### config.mk
export PLATFORM = sky130hd
export DESIGN_NAME = sm2201_camac_station_responder_flat
export DESIGN_NICKNAME = d
export VERILOG_FILES = /design/src/rtl/sm2201_camac_pkg.sv /design/src/rtl/sm2201_camac_station_responder_if.sv /design/src/rtl/sm2201_camac_regfile.sv /design/src/rtl/sm2201_camac_station_responder.sv /design/src/flat_wrapper.sv
export SDC_FILE = /design/constraint.sdc
export NUM_CORES = 1
export LEC_CHECK = 0
export ABC_CLOCK_PERIOD_IN_PS = 2660
export BUFFER_PORTS_ARGS = -buffer_cell sky130_fd_sc_hd__buf_2
export CORE_UTILIZATION = 60
export CTS_CLUSTER_SIZE = 20
export DETAILED_ROUTE_END_ITERATION = 8
export GPL_TIMING_DRIVEN = 0
export PLACE_DENSITY = 0.74
export SLEW_MARGIN = 20
export SYNTH_ARGS = -nofsm -noshare
export SYNTH_HDL_FRONTEND = slang
export SYNTH_HIERARCHICAL = 1
export SYNTH_SLANG_ARGS = --single-unit
### constraint.sdc
create_clock -name isa_clk -period 2.66 [get_ports isa_clk]
set_input_delay 0.266 -clock isa_clk [delete_from_list [all_inputs] [get_ports isa_clk]]
set_output_delay 0.266 -clock isa_clk [all_outputs]
set_load 0.1 [all_outputs]
### src/rtl/sm2201_camac_pkg.sv
// Shared types and constants for the SM2201 CAMAC station responder: FSM encoding,
// function codes, special register indices and the LAM condition.
package sm2201_camac_pkg;

  typedef enum logic [2:0] {
    ST_IDLE    = 3'd0,
    ST_DECODE  = 3'd1,
    ST_DELAY   = 3'd2,
    ST_RESPOND = 3'd3,
    ST_RELEASE = 3'd4
  } state_t;

  // F codes 4..7 are accepted and handshaken but do nothing
  localparam logic [2:0] F_READ    = 3'd0;
  localparam logic [2:0] F_WRITE   = 3'd1;
  localparam logic [2:0] F_LAM_EN  = 3'd2;
  localparam logic [2:0] F_LAM_CLR = 3'd3;

  localparam logic [3:0] REG_LAM_THRESH = 4'd13;
  localparam logic [3:0] REG_EVENT_CNT  = 4'd14;
  localparam logic [3:0] REG_CONTROL    = 4'd15;

  localparam int unsigned REG_COUNT = 16;

  // cb_addr layout: [11:7]=N, [6:3]=A, [2:0]=F
  typedef struct packed {
    logic [4:0] n;
    logic [3:0] a;
    logic [2:0] f;
  } cmd_t;

  // A threshold of zero disables the request regardless of the counter
  function automatic logic lam_asserted(input logic        en,
                                        input logic [15:0] thresh,
                                        input logic [15:0] count);
    return en && (thresh != 16'd0) && (count >= thresh);
  endfunction

endpackage

### src/rtl/sm2201_camac_station_responder_if.sv
// Board-side CAMAC bus between the ISA interface card (master) and a station responder (slave).
interface sm2201_camac_station_responder_if;
  logic        cb_cx1;
  logic [11:0] cb_addr;
  logic [15:0] cb_data_i;
  logic [15:0] cb_data_o;
  logic        cb_data_oe;
  logic        cb_prr;
  logic        cb_zk4;

  modport master (
    output cb_cx1, cb_addr, cb_data_i,
    input  cb_data_o, cb_data_oe, cb_prr, cb_zk4
  );

  modport slave (
    input  cb_cx1, cb_addr, cb_data_i,
    output cb_data_o, cb_data_oe, cb_prr, cb_zk4
  );
endinterface

### src/rtl/sm2201_camac_regfile.sv
// 16x16 station register file with one write port, one read port and the
// lam_event counter in reg[14]; fixed taps expose the LAM threshold and counter.
module sm2201_camac_regfile
  import sm2201_camac_pkg::*;
(
  input  logic        clk,
  input  logic        rst_n,
  input  logic        we,
  input  logic [3:0]  waddr,
  input  logic [15:0] wdata,
  input  logic [3:0]  raddr,
  output logic [15:0] rdata,
  input  logic        inc,
  output logic [15:0] thresh,
  output logic [15:0] count
);

  logic [15:0] mem [REG_COUNT];

  // NOTE: the whole array is reset, so this maps to flops rather than a RAM macro;
  // software relies on every register reading zero after reset.
  always_ff @(posedge clk or negedge rst_n) begin
    if (!rst_n) begin
      for (int i = 0; i < int'(REG_COUNT); i++) mem[i] <= '0;
    end else begin
      if (inc) mem[REG_EVENT_CNT] <= mem[REG_EVENT_CNT] + 16'd1;
      // NOTE: the later non-blocking assignment to the same element wins, so a
      // bus write to reg[14] overrides a coincident counter increment.
      if (we)  mem[waddr] <= wdata;
    end
  end

  assign rdata  = mem[raddr];
  assign thresh = mem[REG_LAM_THRESH];
  assign count  = mem[REG_EVENT_CNT];

endmodule

### src/rtl/sm2201_camac_station_responder.sv
// CAMAC station responder: decodes strobed N.A.F commands from the interface board,
// services the register file and raises LAM when the event counter reaches threshold.
module sm2201_camac_station_responder
  import sm2201_camac_pkg::*;
#(
  parameter logic [4:0] STATION_N  = 5'd1,
  parameter logic [7:0] RESP_DELAY = 8'd3,
  parameter logic [7:0] TIMEOUT    = 8'd255
) (
  input  logic                             isa_clk,
  input  logic                             isa_reset,
  sm2201_camac_station_responder_if.slave  cb,
  input  logic                             lam_event,
  output logic                             timeout_err
);

  logic        cx_s1, cx_s2, cx_prev, cx_fall;
  state_t      state, state_nxt;
  cmd_t        cmd;
  logic [15:0] wdata_q;
  logic [7:0]  cnt;
  logic        lam_en;
  logic [15:0] data_q;
  logic        station_hit, decode_hit, timeout_hit, reg_we, is_read;
  logic [15:0] rd_data, lam_thresh, event_cnt;
  logic        prr, data_oe;

  // Synchroniser and edge history reset high so a released reset never looks like a strobe.
  // NOTE: sequential state uses <= so each flop samples its pre-edge input; with =
  // the three stages would collapse into a single flop.
  always_ff @(posedge isa_clk or negedge isa_reset) begin
    if (!isa_reset) begin
      cx_s1   <= 1'b1;
      cx_s2   <= 1'b1;
      cx_prev <= 1'b1;
    end else begin
      cx_s1   <= cb.cb_cx1;
      cx_s2   <= cx_s1;
      cx_prev <= cx_s2;
    end
  end

  assign cx_fall = cx_prev & ~cx_s2;

  // Command and write data are captured in the clock the strobe edge is seen
  always_ff @(posedge isa_clk or negedge isa_reset) begin
    if (!isa_reset) begin
      cmd     <= '0;
      wdata_q <= '0;
    end else if (state == ST_IDLE && cx_fall) begin
      cmd     <= cmd_t'(cb.cb_addr);
      wdata_q <= cb.cb_data_i;
    end
  end

  assign station_hit = (cmd.n == STATION_N);
  assign decode_hit  = (state == ST_DECODE) && station_hit;
  assign reg_we      = decode_hit && (cmd.f == F_WRITE);
  assign is_read     = (cmd.f == F_READ);
  assign timeout_hit = (state == ST_RESPOND) && !cx_s2 && (cnt >= TIMEOUT);

  always_ff @(posedge isa_clk or negedge isa_reset) begin
    if (!isa_reset) state <= ST_IDLE;
    else            state <= state_nxt;
  end

  // NOTE: every combinational output gets a default first, so no path leaves it unassigned
  // and no latch is inferred.
  always_comb begin
    state_nxt = state;
    case (state)
      ST_IDLE:    if (cx_fall) state_nxt = ST_DECODE;
      ST_DECODE: begin
        if (!station_hit)             state_nxt = ST_IDLE;
        else if (RESP_DELAY == 8'd0)  state_nxt = ST_RESPOND;
        else                          state_nxt = ST_DELAY;
      end
      ST_DELAY:   if (cnt >= RESP_DELAY) state_nxt = ST_RESPOND;
      // Strobe release has priority over an expiring timeout in the same clock
      ST_RESPOND: if (cx_s2 || cnt >= TIMEOUT) state_nxt = ST_RELEASE;
      ST_RELEASE: state_nxt = ST_IDLE;
      default:    state_nxt = ST_IDLE;
    endcase
  end

  always_comb begin
    prr     = 1'b1;
    data_oe = 1'b0;
    case (state)
      ST_DELAY:   data_oe = is_read;
      ST_RESPOND: begin
        prr     = 1'b0;
        data_oe = is_read;
      end
      ST_RELEASE: data_oe = is_read;
      default:    ;
    endcase
  end

  // One counter serves both the response delay and the strobe timeout; it restarts at 1
  // on every state change so its value is the number of clocks spent in the current state.
  always_ff @(posedge isa_clk or negedge isa_reset) begin
    if (!isa_reset) begin
      cnt <= '0;
    end else if (state_nxt != state) begin
      cnt <= 8'd1;
    end else if (state == ST_DELAY || state == ST_RESPOND) begin
      cnt <= cnt + 8'd1;
    end
  end

  always_ff @(posedge isa_clk or negedge isa_reset) begin
    if (!isa_reset) begin
      data_q      <= '0;
      lam_en      <= 1'b0;
      timeout_err <= 1'b0;
    end else begin
      if (decode_hit && cmd.f == F_READ)    data_q <= rd_data;
      if (decode_hit && cmd.f == F_LAM_EN)  lam_en <= 1'b1;
      if (decode_hit && cmd.f == F_LAM_CLR) lam_en <= 1'b0;
      if (timeout_hit) begin
        timeout_err <= 1'b1;
      end else if (reg_we && cmd.a == REG_CONTROL && wdata_q[0]) begin
        timeout_err <= 1'b0;
      end
    end
  end

  sm2201_camac_regfile u_regfile (
    .clk    (isa_clk),
    .rst_n  (isa_reset),
    .we     (reg_we),
    .waddr  (cmd.a),
    .wdata  (wdata_q),
    .raddr  (cmd.a),
    .rdata  (rd_data),
    .inc    (lam_event),
    .thresh (lam_thresh),
    .count  (event_cnt)
  );

  assign cb.cb_prr     = prr;
  assign cb.cb_data_oe = data_oe;
  assign cb.cb_data_o  = data_q;
  assign cb.cb_zk4     = ~lam_asserted(lam_en, lam_thresh, event_cnt);

endmodule

### src/flat_wrapper.sv
// flat-port wrapper written by rule: the top's interface ports become plain ports
module sm2201_camac_station_responder_flat import sm2201_camac_pkg::*;
#(
  parameter logic [4:0] STATION_N  = 5'd1,
  parameter logic [7:0] RESP_DELAY = 8'd3,
  parameter logic [7:0] TIMEOUT    = 8'd255
)
  (isa_clk, isa_reset, lam_event, timeout_err, cb_cb_cx1, cb_cb_addr, cb_cb_data_i, cb_cb_data_o, cb_cb_data_oe, cb_cb_prr, cb_cb_zk4);
  sm2201_camac_station_responder_if cb_i ();
  input  logic isa_clk;
  input  logic isa_reset;
  input  logic lam_event;
  output logic timeout_err;
  input wire logic [$bits(cb_i.cb_cx1)-1:0] cb_cb_cx1;
  input wire logic [$bits(cb_i.cb_addr)-1:0] cb_cb_addr;
  input wire logic [$bits(cb_i.cb_data_i)-1:0] cb_cb_data_i;
  output wire logic [$bits(cb_i.cb_data_o)-1:0] cb_cb_data_o;
  output wire logic [$bits(cb_i.cb_data_oe)-1:0] cb_cb_data_oe;
  output wire logic [$bits(cb_i.cb_prr)-1:0] cb_cb_prr;
  output wire logic [$bits(cb_i.cb_zk4)-1:0] cb_cb_zk4;
  assign cb_i.cb_cx1 = cb_cb_cx1;
  assign cb_i.cb_addr = cb_cb_addr;
  assign cb_i.cb_data_i = cb_cb_data_i;
  assign cb_cb_data_o = cb_i.cb_data_o;
  assign cb_cb_data_oe = cb_i.cb_data_oe;
  assign cb_cb_prr = cb_i.cb_prr;
  assign cb_cb_zk4 = cb_i.cb_zk4;
  sm2201_camac_station_responder #(.STATION_N(STATION_N), .RESP_DELAY(RESP_DELAY), .TIMEOUT(TIMEOUT)) u_core (.isa_clk(isa_clk), .isa_reset(isa_reset), .cb(cb_i), .lam_event(lam_event), .timeout_err(timeout_err));
endmodule
======== Word level (Yosys, flattened, before mapping) ========
Cells that the tools add are included.
word-level totals
  register bits ........................... 316
  logic and storage cells ................. 93
cells by class
  reduce and logical (&&, ||, !) cells .... 23
  $add $sub $neg .......................... 2
  eq/ne operators ......................... 10
  multiplexer cells ....................... 21
  magnitude comparators ................... 5
  bitwise logic cells ..................... 4
operator list
  cell                     count
  $bwmux W256              1
  $bmux W16 S4             1
  $demux W16 S4            1
  $mux W16                 4
  $mux W32                 1
  $add A16 B1 Y16 const B  1
  $ge A16 B16 Y1           1
  $mux W8                  2
  $reduce_bool A16 Y1      1
  $logic_and A1 B1 Y1      13
  $eq A3 B2 Y1 const B     4
  $pmux W3 S4              1
  $mux W3                  3
  $add A8 B1 Y8 const B    1
  $ge A8 B2 Y1 const B     1
  $ge A8 B8 Y1 const B     1
  $eq A3 B1 Y1 const B     2
  $logic_not A3 Y1         2
  $mux W1                  6
  $reduce_bool A2 Y1       3
  $eq A5 B1 Y1 const B     1
  $ge A5 B5 Y1 const B     1
  $lt A5 B1 Y1 const B     1
  $not A4 Y5               1
  9 further kinds          11

======== Longest topological paths before layout ========
Gate-level depths: netlist (run 1).
  depth in word-level cells ............... 7
  mapped depth ............................ 9
  depth with buffers taken out ............ 7

======== Hierarchy ========
The synthesis (run 1) kept the hierarchy.
by module, submodules not included
  module                          area an instance (um^2)  cells each  seq. area each (um^2)  instances
  sm2201_camac_regfile            11989.0                  806         6406.1                 1
  sm2201_camac_station_responder  2899.0                   234         1505.2                 1

======== Worst setup path after synthesis (run 1) ========
No wires, ideal clock.
  path type ............................... register to output
  start ................................... reg u_core.state[2]
  end ..................................... out cb_cb_data_oe
  arrival ................................. 3728 ps
  cell stages (with the launch flop) ...... 5
  data required time ...................... 2394 ps
  setup slack ............................. -1334 ps
  path buffers ............................ 1
  path through ............................ dfrtp_1 nor2b_1 buf_2 a21oi_1 nor4_1
on the way
  longest elaborated chain between the ends .. 3
ends and longest elaborated chain
  element                                       RTL line                              text
  start, declared                               sm2201_camac_station_responder.sv:18  state_t state, state_nxt;
  start signal, assigned                        sm2201_camac_station_responder.sv:64  else state <= state_nxt;
  $eq A3 B3 Y1 or $eq A3 B2 Y1 (tied branches)  sm2201_camac_station_responder.sv:89  case (state)
  $reduce_or A3 Y1 (no source line) *           n/a
  $mux W1 *                                     sm2201_camac_station_responder.sv:89
  end, declared                                 flat_wrapper.sv:18                    output wire logic [$bits(cb_i.cb_data_oe)-1:0] cb_cb_data_oe;
Every way passes the cells marked *; elsewhere a longest branch is shown, timed or not.

======== Worst setup path after layout (run 1) ========
  start ................................... reg u_core.u_regfile.mem (netlist bit u_core/u_regfile/count[15])
  end ..................................... out cb_cb_zk4
on the way
  longest elaborated chain between the ends .. 3
ends and longest elaborated chain
  element                          RTL line                               text
  start, declared                  sm2201_camac_regfile.sv:18             logic [15:0] mem [REG_COUNT];
  start signal, assigned by index  sm2201_camac_regfile.sv:26             if (inc) mem[REG_EVENT_CNT] <= mem[REG_EVENT_CNT] + 16'd1;
  start signal, assigned by index  sm2201_camac_regfile.sv:29             if (we) mem[waddr] <= wdata;
  $ge A16 B16 Y1                   sm2201_camac_pkg.sv:36                 return en && (thresh != 16'd0) && (count >= thresh);
  $logic_and A1 B1 Y1              sm2201_camac_pkg.sv:36
  $not A1 Y1                       sm2201_camac_station_responder.sv:145  assign cb.cb_zk4 = ~lam_asserted(lam_en, lam_thresh, event_cnt);
  end, declared                    flat_wrapper.sv:20                     output wire logic [$bits(cb_i.cb_zk4)-1:0] cb_cb_zk4;
No other way between the ends.

==> reports/qor.txt, run 1 <==
post-place instance area - 15700 um2
crit path setup slack, layout - 30.8 ps
Buf/Inv on CP - 2
post-synthesis adder-cell area fraction - 1.51%
Final Max Slew Viols - 0
final hold vios - 0
Final Setup Violations - 0
worst-path cell chain - buf_4 -> ha_1 -> nand4_1 -> or3_1 -> o211ai_1 -> nand4_1 -> buf_12
post-synthesis instance area - 14900 um2
CP Depth - 7
CTS Root Buffer Type - clkbuf_16
Worst-Margin Slew - 692 ps
final instance area - 17400 um2
post-DP HPWL - 22500 um
global route total overflow - 0
peak supply drop - 0.732 mV
Worst setup SP type - register
cell row count - 57
CTS max path bufs - 3
P_leak - 8.38 nW
status - finished clean
die area - 25400 um2
slew margin rel. - 53.9%
EDFF count, synth - 0
Antenna diodes - 0
GRT Total Usage - 28.4%
core region area - 24300 um2
Synth Register Bits - 316
fillers - 1601
Tmin final - 2630 ps
HP Class - in -> reg
# nets final - 1230
Die X - 160 um
FF/Latch Area - 7920 um2
multi-input logic area - 6450 um2
Synth-to-Final Area Change - 16.8%
MaxCap Viol Count - 0
first-pass GRT wire length - 55100 um
Simple-Gate Fraction of Synth Area - 5.14%
Cell variety after synth - 52
synthesized net count - 1090
Synth Area in XOR/XNOR - 1.29%
CP top delay family - simple AND/OR/NAND/NOR gates
DR iter-0 viols - 724
largest net degree at the start of global routing - 98
initial antenna violation count - 0
RSZ-0062 raised after global routing - yes
post-synth top area cell - dfrtp_1
vias in the first global route - 9929
worst-path fanout max - 3
hold depth - 2
main combinational cell family by area after synthesis - multiplexers
Worst-Skew Late Latency - 510 ps
max frequency - 380 MHz
power per cell area - 792 nW/um2
Initial Utilization - 61.2%
CTS Buf Count - 35
gp weighted congestion - 0.853
Clock Skew - 25.3 ps
Synth top cells by count - 313 x dfrtp_1, 273 x mux2_2, 64 x mux4_2
Crit path largest cell delay - 390 ps
Synth Flop Type - dfrtp_1
Final ANT Viol Nets - 0
top-area cell type share of the netlist area - 52.6%
mux cell area share after synthesis - 31.3%
DP Worst Slack - -483 ps
FFs w/ async S/R, synth - 100%
CP required - 2390 ps
layout cell share with drive strength beyond 1 - 48.4%
R2R cell count - 8
most used cell, CP - nand4_1
Mapped Avg Cell Area - 14.3 um2
Clock transition at path regs - 50 ps
Area contributors post-synth - dfrtp_1 53%, mux2_2 21%, mux4_2 9.7%
routed wire length - 34400 um
Post-Synthesis Cells - 1040
DRC - 0
I/O Pins - 52
Final period util - 98.8%
CTS sink cnt - 316
CP Class - reg -> out
post-synthesis compound-gate area fraction - 3.24%
Seq/Total Area, Yosys - 53.1%
Avg WL per Cell - 22.5 um
crit path capture type - primary output
router iterations before antenna repair - 5
PortBufs - 50
Vias/cell - 6.05
CP max stage cell - dfrtp_1
Worst EP arrival - 2360 ps
DR vias - 9215
die height - 160 um
H-tree Lvls - 2
CTS tree - done
most frequent cell after synthesis - dfrtp_1
synth warn - 6
[state kept, by name, indices dropped and copies added, names as in the netlist]
signal	cells
u_core/u_regfile/count	16
u_core/timeout_err	1
u_core/cnt	8
u_core/lam_en	1
u_core/cx_s2	1
u_core/u_regfile/mem	224
u_core/cx_prev	1
u_core/wdata_q	16
u_core/cmd	12
u_core/state	3
u_core/cb.cb_data_o	16
u_core/cx_s1	1
u_core/u_regfile/thresh	16
[timing repair]
| item | in CTS | in global routing |
|---|---|---|
| resized for setup | 50 | 13 |
| hold buffers | 25 | 0 |
| pin swaps | 10 | 5 |
| buffers inserted | 11 | 15 |
| setup endpoints to repair | 227 | 51 |
| cloned | 0 | 0 |
| endpoints found under the hold margin | 95 | 0 |
[logic make-up (layout without fill, tap and decap cells)]
group,after synthesis,after routing
DFF,316,316
and+or+nand+nor,144,144
adders and majority gates,18,18
muxes,350,350
buffers and inverters,120,280
AOI/OAI and AO/OA,70,70
xor gates and xnor gates,22,22
[cell type report]
type,count,area share [%]
flip-flops and latches,316,45.5
multi-input cells,604,37.1
clock buffers,49,5.85
repair buffers,104,4.62
plain buffers,99,3.63
well taps,324,2.33
clock inverters,8,0.539
inverters,20,0.432
[per-layer routing]
metal	share of wire, %	global-route usage [%]
met1	44	39.7
met2	49	45.9
met3	4.6	4.51
met4	2.5	8.92
met5	0	0
[worst reg2reg max path: stages, from the launching register on]
cell	delay (ps)
dfrtp_1	430
nor4b_2	190
and4b_1	200
buf_6	130
and3_4	200
and3b_1	220
nand2_1	340
buf_2	410
mux2_2	380
[power breakdown]
group	internal [mW]	switching [mW]	leakage, nW
registers	5.16	0.617	4.29
clock network	2.85	1.86	0.554
logic	1.35	1.93	3.54
total	9.36	4.41	8.38
[cell usage in the layout, fill, tap and decap left out, drive strengths merged, types with 3 or more instances in the layout]
cell         Yosys  routed
a211oi           3       3
a21oi           21      21
a22oi           32      32
and3             3       3
buf             71     147
clkbuf          29      80
clkinv           0       5
dfrtp          313     313
dfstp            3       3
dlygate4sd3      0      25
ha              18      18
inv             20      21
mux2           284     284
mux4            64      64
nand2           35      35
nand2b           4       4
nand3            7       7
nand3b           6       6
nand4           12      12
nor2            46      46
nor2b            4       4
nor3             6       6
nor4            10      10
or3              3       3
xnor2           15      15
xor2             7       7
[path summary, 6_finish.rpt]
kind / slack, ps / start / end
max in group asynchronous: 1190 / isa_reset / u_core/u_regfile/mem[194]
setup / recovery: 30 / u_core/u_regfile/count[15] / cb_cb_zk4
setup reg to reg: 40 / u_core/state[0] / u_core/u_regfile/mem[213]
hold reg to reg: 350 / u_core/cx_s1 / u_core/cx_s2
hold / removal: 9 / cb_cb_data_i[9] / u_core/wdata_q[9]
min in group asynchronous: 340 / isa_reset / u_core/u_regfile/mem[105]
[stage by stage]
step | power [mW] | TNS (ps) | std cells | utilization (%) | hold slack, ps
finish | 13.8 | 0 | 1524 | 71.5 | 8.54
global route | 14.3 | -132 | 1524 | 71.5 | 5.85
CTS | 13.8 | 0 | 1510 | 71.0 | 1.02
detailed placement | 8.95 | -50200 | 1417 | 64.4 | 290
global placement | 8.87 | -1498440 | 1414 | 64.0 | 347
floorplan | 7.79 | 0 | 1040 | - | -29.6
Power figures use the tool's default switching activity.
==> run 2, diff against run 1 <==
--- a/config.mk
+++ b/config.mk
@@ -12,6 +12,7 @@
 export DETAILED_ROUTE_END_ITERATION = 8
 export GPL_TIMING_DRIVEN = 0
 export PLACE_DENSITY = 0.74
+export REMOVE_ABC_BUFFERS = 1
 export SLEW_MARGIN = 20
 export SYNTH_ARGS = -nofsm -noshare
 export SYNTH_HDL_FRONTEND = slang
==> run 2 against run 1 <==
  * Sequential share of layout area is 0.47 points higher
  * Design area fell by 1.0%
  * Count of clock-buffer cells in the layout grew 5
  * Via count is 3.1% lower
  * Clock skew shrank 0.69 ps
  * Worst hold slack improved by 160 ps
  * Global-route usage decreased by 0.74 points
  * Register-to-register slack improved by 20 ps
  * Sequential cell count did not move
  * Setup slack improved by 28 ps
  * Clock power is essentially flat
  * Highest routed layer unchanged
==> reports/qor.txt, run 2 (same netlist as run 1, synthesis figures left out) <==
DR vias - 8925 (was 9215)
max frequency - 385 MHz (was 380 MHz)
DR iter-0 viols - 639 (was 724)
Avg WL per Cell - 22.9 um (was 22.5 um)
largest net degree at the start of global routing - 87 (was 98)
core region area - 24300 um2 (unchanged)
commonest non-fill, non-tap cell in the layout - dfrtp_1 (unchanged)
slew margin rel. - 37.1% (was 53.9%)
router iterations before antenna repair - 5 (unchanged)
gp weighted congestion - 0.841 (was 0.853)
Placed Cells - 1328 (was 1417)
Worst setup SP type - register (unchanged)
CTS Root Buffer Type - clkbuf_16 (unchanged)
flop2flop setup slack - 60 ps (was 40 ps)
first-pass GRT wire length - 53500 um (was 55100 um)
layout cell share with drive strength beyond 1 - 46.5% (was 48.4%)
MaxCap Viol Count - 0 (unchanged)
Final Setup Violations - 0 (unchanged)
initial antenna violation count - 0 (unchanged)
routed wire length - 33100 um (was 34400 um)
Worst-Skew Late Latency - 510 ps (about the same)
Initial Utilization - 61.2% (unchanged)
Clock transition at path regs - 60 ps (was 50 ps)
cell row count - 57 (unchanged)
status - finished clean (unchanged)
Final Max Slew Viols - 0 (unchanged)
Vias/cell - 6.17 (was 6.05)
die area - 25400 um2 (unchanged)
final non-filler cell total - 1446 (was 1524)
vias in the first global route - 9494 (was 9929)
RSZ-0062 raised after global routing - no (was yes)
Reg with most FFs - u_core/u_regfile/mem (unchanged)
CP required - 3030 ps (was 2390 ps)
CTS sink cnt - 316 (unchanged)
# nets final - 1147 (was 1230)
Final ANT Viol Nets - 0 (unchanged)
Antenna diodes - 0 (unchanged)
overall power - 13.5 mW (was 13.8 mW)
die height - 160 um (unchanged)
Worst EP arrival - 2980 ps (was 2360 ps)
CTS max path bufs - 3 (unchanged)
Die X - 160 um (unchanged)
CTS Buf Count - 34 (was 35)
CTS tree - done (unchanged)
H-tree Lvls - 2 (unchanged)
Synth-to-Final Area Change - 15.7% (was 16.8%)
post-DP HPWL - 19400 um (was 22500 um)
CP Class - reg -> reg (was reg -> out)
PortBufs - 51 (was 50)
most frequent cells in the layout - 310 x dfrtp_1, 273 x mux2_2, 64 x mux4_2, 49 x buf_2, 35 x clkbuf_16 (was 306 x dfrtp_1, 273 x mux2_2, 71 x buf_4, 64 x mux4_2, 62 x buf_2)
final hold vios - 0 (unchanged)
P_leak - 8.15 nW (was 8.38 nW)
Worst-Margin Slew - 943 ps (was 692 ps)
Clock Skew - 24.6 ps (was 25.3 ps)
peak supply drop - 1.02 mV (was 0.732 mV)
worst-path fanout max - 8 (was 3)
DRC - 0 (unchanged)
GRT Total Usage - 27.6% (was 28.4%)
power per cell area - 782 nW/um2 (was 792 nW/um2)
I/O Pins - 52 (unchanged)
crit path capture type - register (was primary output)
max reg flops - 224 (unchanged)
global route total overflow - 0 (unchanged)
Final period util - 97.8% (was 98.8%)
Tmin final - 2600 ps (was 2630 ps)
HP Class - in -> reg (unchanged)
[run 2: cell count changes in the layout (fill, tap and decap cells not counted), sizes merged]
cell / previous run / this run
clkinv: 5 / 4
clkbuf: 80 / 54
buf: 147 / 89
or3: 3 / 5
dlygate4sd3: 25 / 30
[run 2: area by class of cell]
| cell class | count | area (um2) |
|---|---|---|
| inverter | 20 | 75.1 |
| clock buffer | 54 | 1040 |
| fill | 1646 | 7100 |
| multi-input combinational | 606 | 6480 |
| clock inverter | 7 | 88.8 |
| sequential | 316 | 7920 |
| tap | 324 | 405 |
| timing repair buffer | 119 | 1210 |
[run 2: final timing paths]
kind,cells past startpoint,to,start
max,9,u_core/u_regfile/mem[102],u_core/state[1]
min,3,u_core/u_regfile/count[0],lam_event
min reg2reg,0,u_core/cx_s2,u_core/cx_s1
max in group asynchronous,3,u_core/cx_s2,isa_reset
min in group asynchronous,2,u_core/u_regfile/mem[249],isa_reset
max reg2reg,9,u_core/u_regfile/mem[102],u_core/state[1]
[run 2: report_power, final]
group	internal [mW]	leakage, nW	switching, mW	total, mW
logic	1.23	3.30	1.36	2.59
registers	5.16	4.29	1.03	6.19
clock network	2.87	0.556	1.82	4.68
[run 2: routing by layer]
| layer | vias up | routed length, um | track usage [%] |
|---|---|---|---|
| li1 | 3915 | - | - |
| met2 | 209 | 16400 | 45.2 |
| met3 | 64 | 1470 | 4.40 |
| met4 | 0 | 774 | 8.92 |
| met1 | 4737 | 14400 | 38.2 |
| met5 | - | 0 | 0 |
[run 2: stage by stage]
stage                     hold slack, ps  utilization [%]  TNS [ps]  instance area, um2  setup slack, ps
final                                166             70.8         0               17200             59.3
after floorplan                    -29.6                -   -367580               14300            -1810
after CTS                            156             70.6         0               17200             8.33
after global placement               346             61.6  -2250100               15000            -4620
after global routing                 172             70.8         0               17200            0.254
after detailed placement             298             62.9   -128700               15300             -731
[run 2: critical path: stages (launching register included)]
cell	delay [ps]
dfrtp_1	400
nor4b_2	290
and4b_2	320
and3_4	250
nand3b_1	170
buf_4	210
buf_12	130
nor2_4	160
buf_12	180
mux2_2	340
[run 2: repair_timing]
| item | in CTS | in global routing |
|---|---|---|
| gates resized for setup | 25 | 5 |
| hold buffers | 30 | 0 |
| cloned | 2 | 0 |
| buffers inserted | 21 | 4 |
| endpoints found under the hold margin | 103 | 0 |
| endpoints found under the setup margin | 262 | 44 |
| pin swaps | 11 | 2 |
==> run 3, diff against run 2 <==
--- a/config.mk
+++ b/config.mk
@@ -5,7 +5,7 @@
 export SDC_FILE = /design/constraint.sdc
 export NUM_CORES = 1
 export LEC_CHECK = 0
-export ABC_CLOCK_PERIOD_IN_PS = 2660
+export ABC_CLOCK_PERIOD_IN_PS = 2410
 export BUFFER_PORTS_ARGS = -buffer_cell sky130_fd_sc_hd__buf_2
 export CORE_UTILIZATION = 60
 export CTS_CLUSTER_SIZE = 20
==> constraint.sdc (replaced) <==
create_clock -name isa_clk -period 2.41 [get_ports isa_clk]
set_input_delay 0.241 -clock isa_clk [delete_from_list [all_inputs] [get_ports isa_clk]]
set_output_delay 0.241 -clock isa_clk [all_outputs]
set_load 0.1 [all_outputs]
==> run 3 against run 2 <==
  * The run now ends with setup timing left
  * Setup slack lost 120 ps
  * Design area rose by 5.7%
  * Non-clock buffer count grew 26
  * Worst hold slack got worse by 22 ps
  * Clock power up 11%
  * Sequential cell count unchanged
  * Core utilization up 4.0 points
  * Critical path type unchanged
==> reports/qor.txt, run 3 (same netlist as run 1, synthesis figures left out) <==
status - finished with violations (was finished clean)
failing checks - setup timing
Placed Cells - 1328 (unchanged)
Final Max Slew Viols - 0 (unchanged)
worst-path cell chain - nor4b_2 -> and4b_2 -> and3_4 -> nor3b_4 -> nand3b_1 -> buf_6 -> mux2_2 (was nor4b_2 -> and4b_2 -> and3_4 -> nand3b_1 -> buf_4 -> buf_12 -> nor2_4 -> buf_12 -> mux2_2)
Die X - 160 um (unchanged)
DR iter-0 viols - 764 (was 639)
max frequency - 404 MHz (was 385 MHz)
CTS sink cnt - 316 (unchanged)
post-DP HPWL - 19400 um (unchanged)
first-pass GRT wire length - 55300 um (was 53500 um)
commonest non-fill, non-tap cell in the layout - dfrtp_1 (unchanged)
Clock transition at path regs - 60 ps (about the same)
Final period util - 103% (was 97.8%)
Reg2Reg Capture Point - u_core/u_regfile/mem[190] (was u_core/u_regfile/mem[102])
Buf/Inv on CP - 1 (was 3)
H-tree Lvls - 2 (unchanged)
Reg with most FFs - u_core/u_regfile/mem (unchanged)
# nets final - 1174 (was 1147)
Antenna diodes - 0 (unchanged)
Avg WL per Cell - 25.2 um (was 22.9 um)
fillers - 1460 (was 1646)
crit path setup slack, layout - -64.3 ps (was 59.3 ps)
WHS Endpoint - u_core/u_regfile/count[0] (unchanged)
power per cell area - 839 nW/um2 (was 782 nW/um2)
die height - 160 um (unchanged)
Crit path largest cell delay - 440 ps (was 400 ps)
I/O Pins - 52 (unchanged)
core region area - 24300 um2 (unchanged)
P_leak - 8.45 nW (was 8.15 nW)
Worst setup SP type - register (unchanged)
Crit. Startpoint - u_core/state[2] (was u_core/state[1])
DR vias - 9308 (was 8925)
gp weighted congestion - 0.841 (unchanged)
final non-filler cell total - 1473 (was 1446)
slew margin rel. - 36.5% (was 37.1%)
overall power - 15.3 mW (was 13.5 mW)
peak supply drop - 1.09 mV (was 1.02 mV)
DRC - 0 (unchanged)
vias in the first global route - 9691 (was 9494)
routed wire length - 37100 um (was 33100 um)
most frequent cells in the layout - 306 x dfrtp_1, 144 x mux2_4, 129 x mux2_2, 64 x mux4_2, 48 x buf_2 (was 310 x dfrtp_1, 273 x mux2_2, 64 x mux4_2, 49 x buf_2, 35 x clkbuf_16)
Vias/cell - 6.32 (was 6.17)
worst r2r src - u_core/state[2] (was u_core/state[1])
max reg flops - 224 (unchanged)
MaxCap Viol Count - 0 (unchanged)
Synth-to-Final Area Change - 22.2% (was 15.7%)
setup TNS - -3290 ps (was 0 ps)
Final ANT Viol Nets - 0 (unchanged)
CP required - 2800 ps (was 3030 ps)
Tmin final - 2470 ps (was 2600 ps)
R2R cell count - 7 (was 9)
flop2flop setup slack - -60 ps (was 60 ps)
global route total overflow - 0 (unchanged)
CP top delay family - simple AND/OR/NAND/NOR gates (unchanged)
Worst-Margin Slew - 951 ps (was 943 ps)
CP max stage cell - dfrtp_2 (was dfrtp_1)
CP Class - reg -> reg (unchanged)
final hold vios - 0 (unchanged)
PortBufs - 51 (unchanged)
hold depth - 3 (unchanged)
Initial Utilization - 61.2% (unchanged)
worst-path fanout max - 8 (unchanged)
Worst-Skew Late Latency - 520 ps (was 510 ps)
CP Depth - 7 (was 9)
HP Class - in -> reg (unchanged)
RSZ-0062 raised after global routing - yes (was no)
GRT Total Usage - 28.6% (was 27.6%)
CTS Buf Count - 34 (unchanged)
initial antenna violation count - 0 (unchanged)
CTS max path bufs - 3 (unchanged)
die area - 25400 um2 (unchanged)
DP Worst Slack - -981 ps (was -731 ps)
largest net degree at the start of global routing - 87 (unchanged)
CTS Root Buffer Type - clkbuf_16 (unchanged)
Final Setup Violations - 101 (was 0)
router iterations before antenna repair - 6 (was 5)
layout cell share with drive strength beyond 1 - 49.3% (was 46.5%)
CTS tree - done (unchanged)
worst hold start - lam_event (unchanged)
Worst EP arrival - 2860 ps (was 2980 ps)
Clock Skew - 28.0 ps (was 24.6 ps)
cell row count - 57 (unchanged)
crit path capture type - register (unchanged)
run 3: changes by cell type in the layout (fill, tap and decap cells not counted), moves of 3 or more:
cell       delta
dfrtp_2       +4
mux2_2      -144
buf_6         +5
ha_4          +5
ha_1          -5
clkbuf_16     +3
buf_12        +4
mux2_4      +144
buf_4        +17
dfrtp_1       -4
run 3: cell type report:
class	instances	area, um2	area share (%)
Multi-Input combinational cell	607	7150	39.3
Clock inverter	7	88.8	0.488
Timing Repair Buffer	145	1510	8.32
Tap cell	324	405	2.23
Clock buffer	54	1040	5.70
Inverter	20	75.1	0.413
Sequential cell	316	7930	43.6
run 3: worst max-delay path by stage:
stage	end	slack, ps
floorplan	u_core/u_regfile/mem[0]	-2060
global placement	u_core/cmd[11]	-4840
detailed placement	u_core/u_regfile/mem[79]	-980
CTS	u_core/u_regfile/mem[227]	-80
global route	u_core/u_regfile/mem[227]	-150
finish	u_core/u_regfile/mem[190]	-60
run 3: through the flow:
step / hold slack [ps] / area [um2] / util [%]
finish: 144 / 18200 / 74.8
global route: 152 / 18200 / 74.8
CTS: 131 / 17500 / 72.0
detailed placement: 273 / 15300 / 62.9
global placement: 346 / 15000 / 61.6
floorplan: -54.6 / 14300 / -
run 3: routing by layer:
| metal | vias to the layer above | track usage, % | wire length, um |
|---|---|---|---|
| met5 | - | 0 | 0 |
| met4 | 0 | 10.6 | 1240 |
| met3 | 95 | 3.96 | 2140 |
| met2 | 297 | 47.0 | 18300 |
| met1 | 4963 | 39.1 | 15500 |
| li1 | 3953 | - | - |
run 3: what timing repair did:
| action | CTS | global route |
|---|---|---|
| cloned | 2 | 4 |
| setup endpoints to repair | 272 | 259 |
| gates resized for setup | 55 | 154 |
| pin swaps | 27 | 14 |
| setup buffers | 47 | 1 |
| hold endpoints to repair | 103 | 0 |
| hold buffers | 30 | 0 |
run 3: power by group:
part           internal [mW]  leakage [nW]  total (mW)  switching [mW]
Sequential              5.69          4.29        6.89            1.20
Combinational           1.52          3.60        3.17            1.65
Clock                   3.17         0.556        5.20            2.03
Total                   10.4          8.45        15.3            4.88
run 3: tightest hold or removal path, cell delays in order:
cell     delay [ps]
buf_2           170
xnor2_1         140
a21oi_1          70
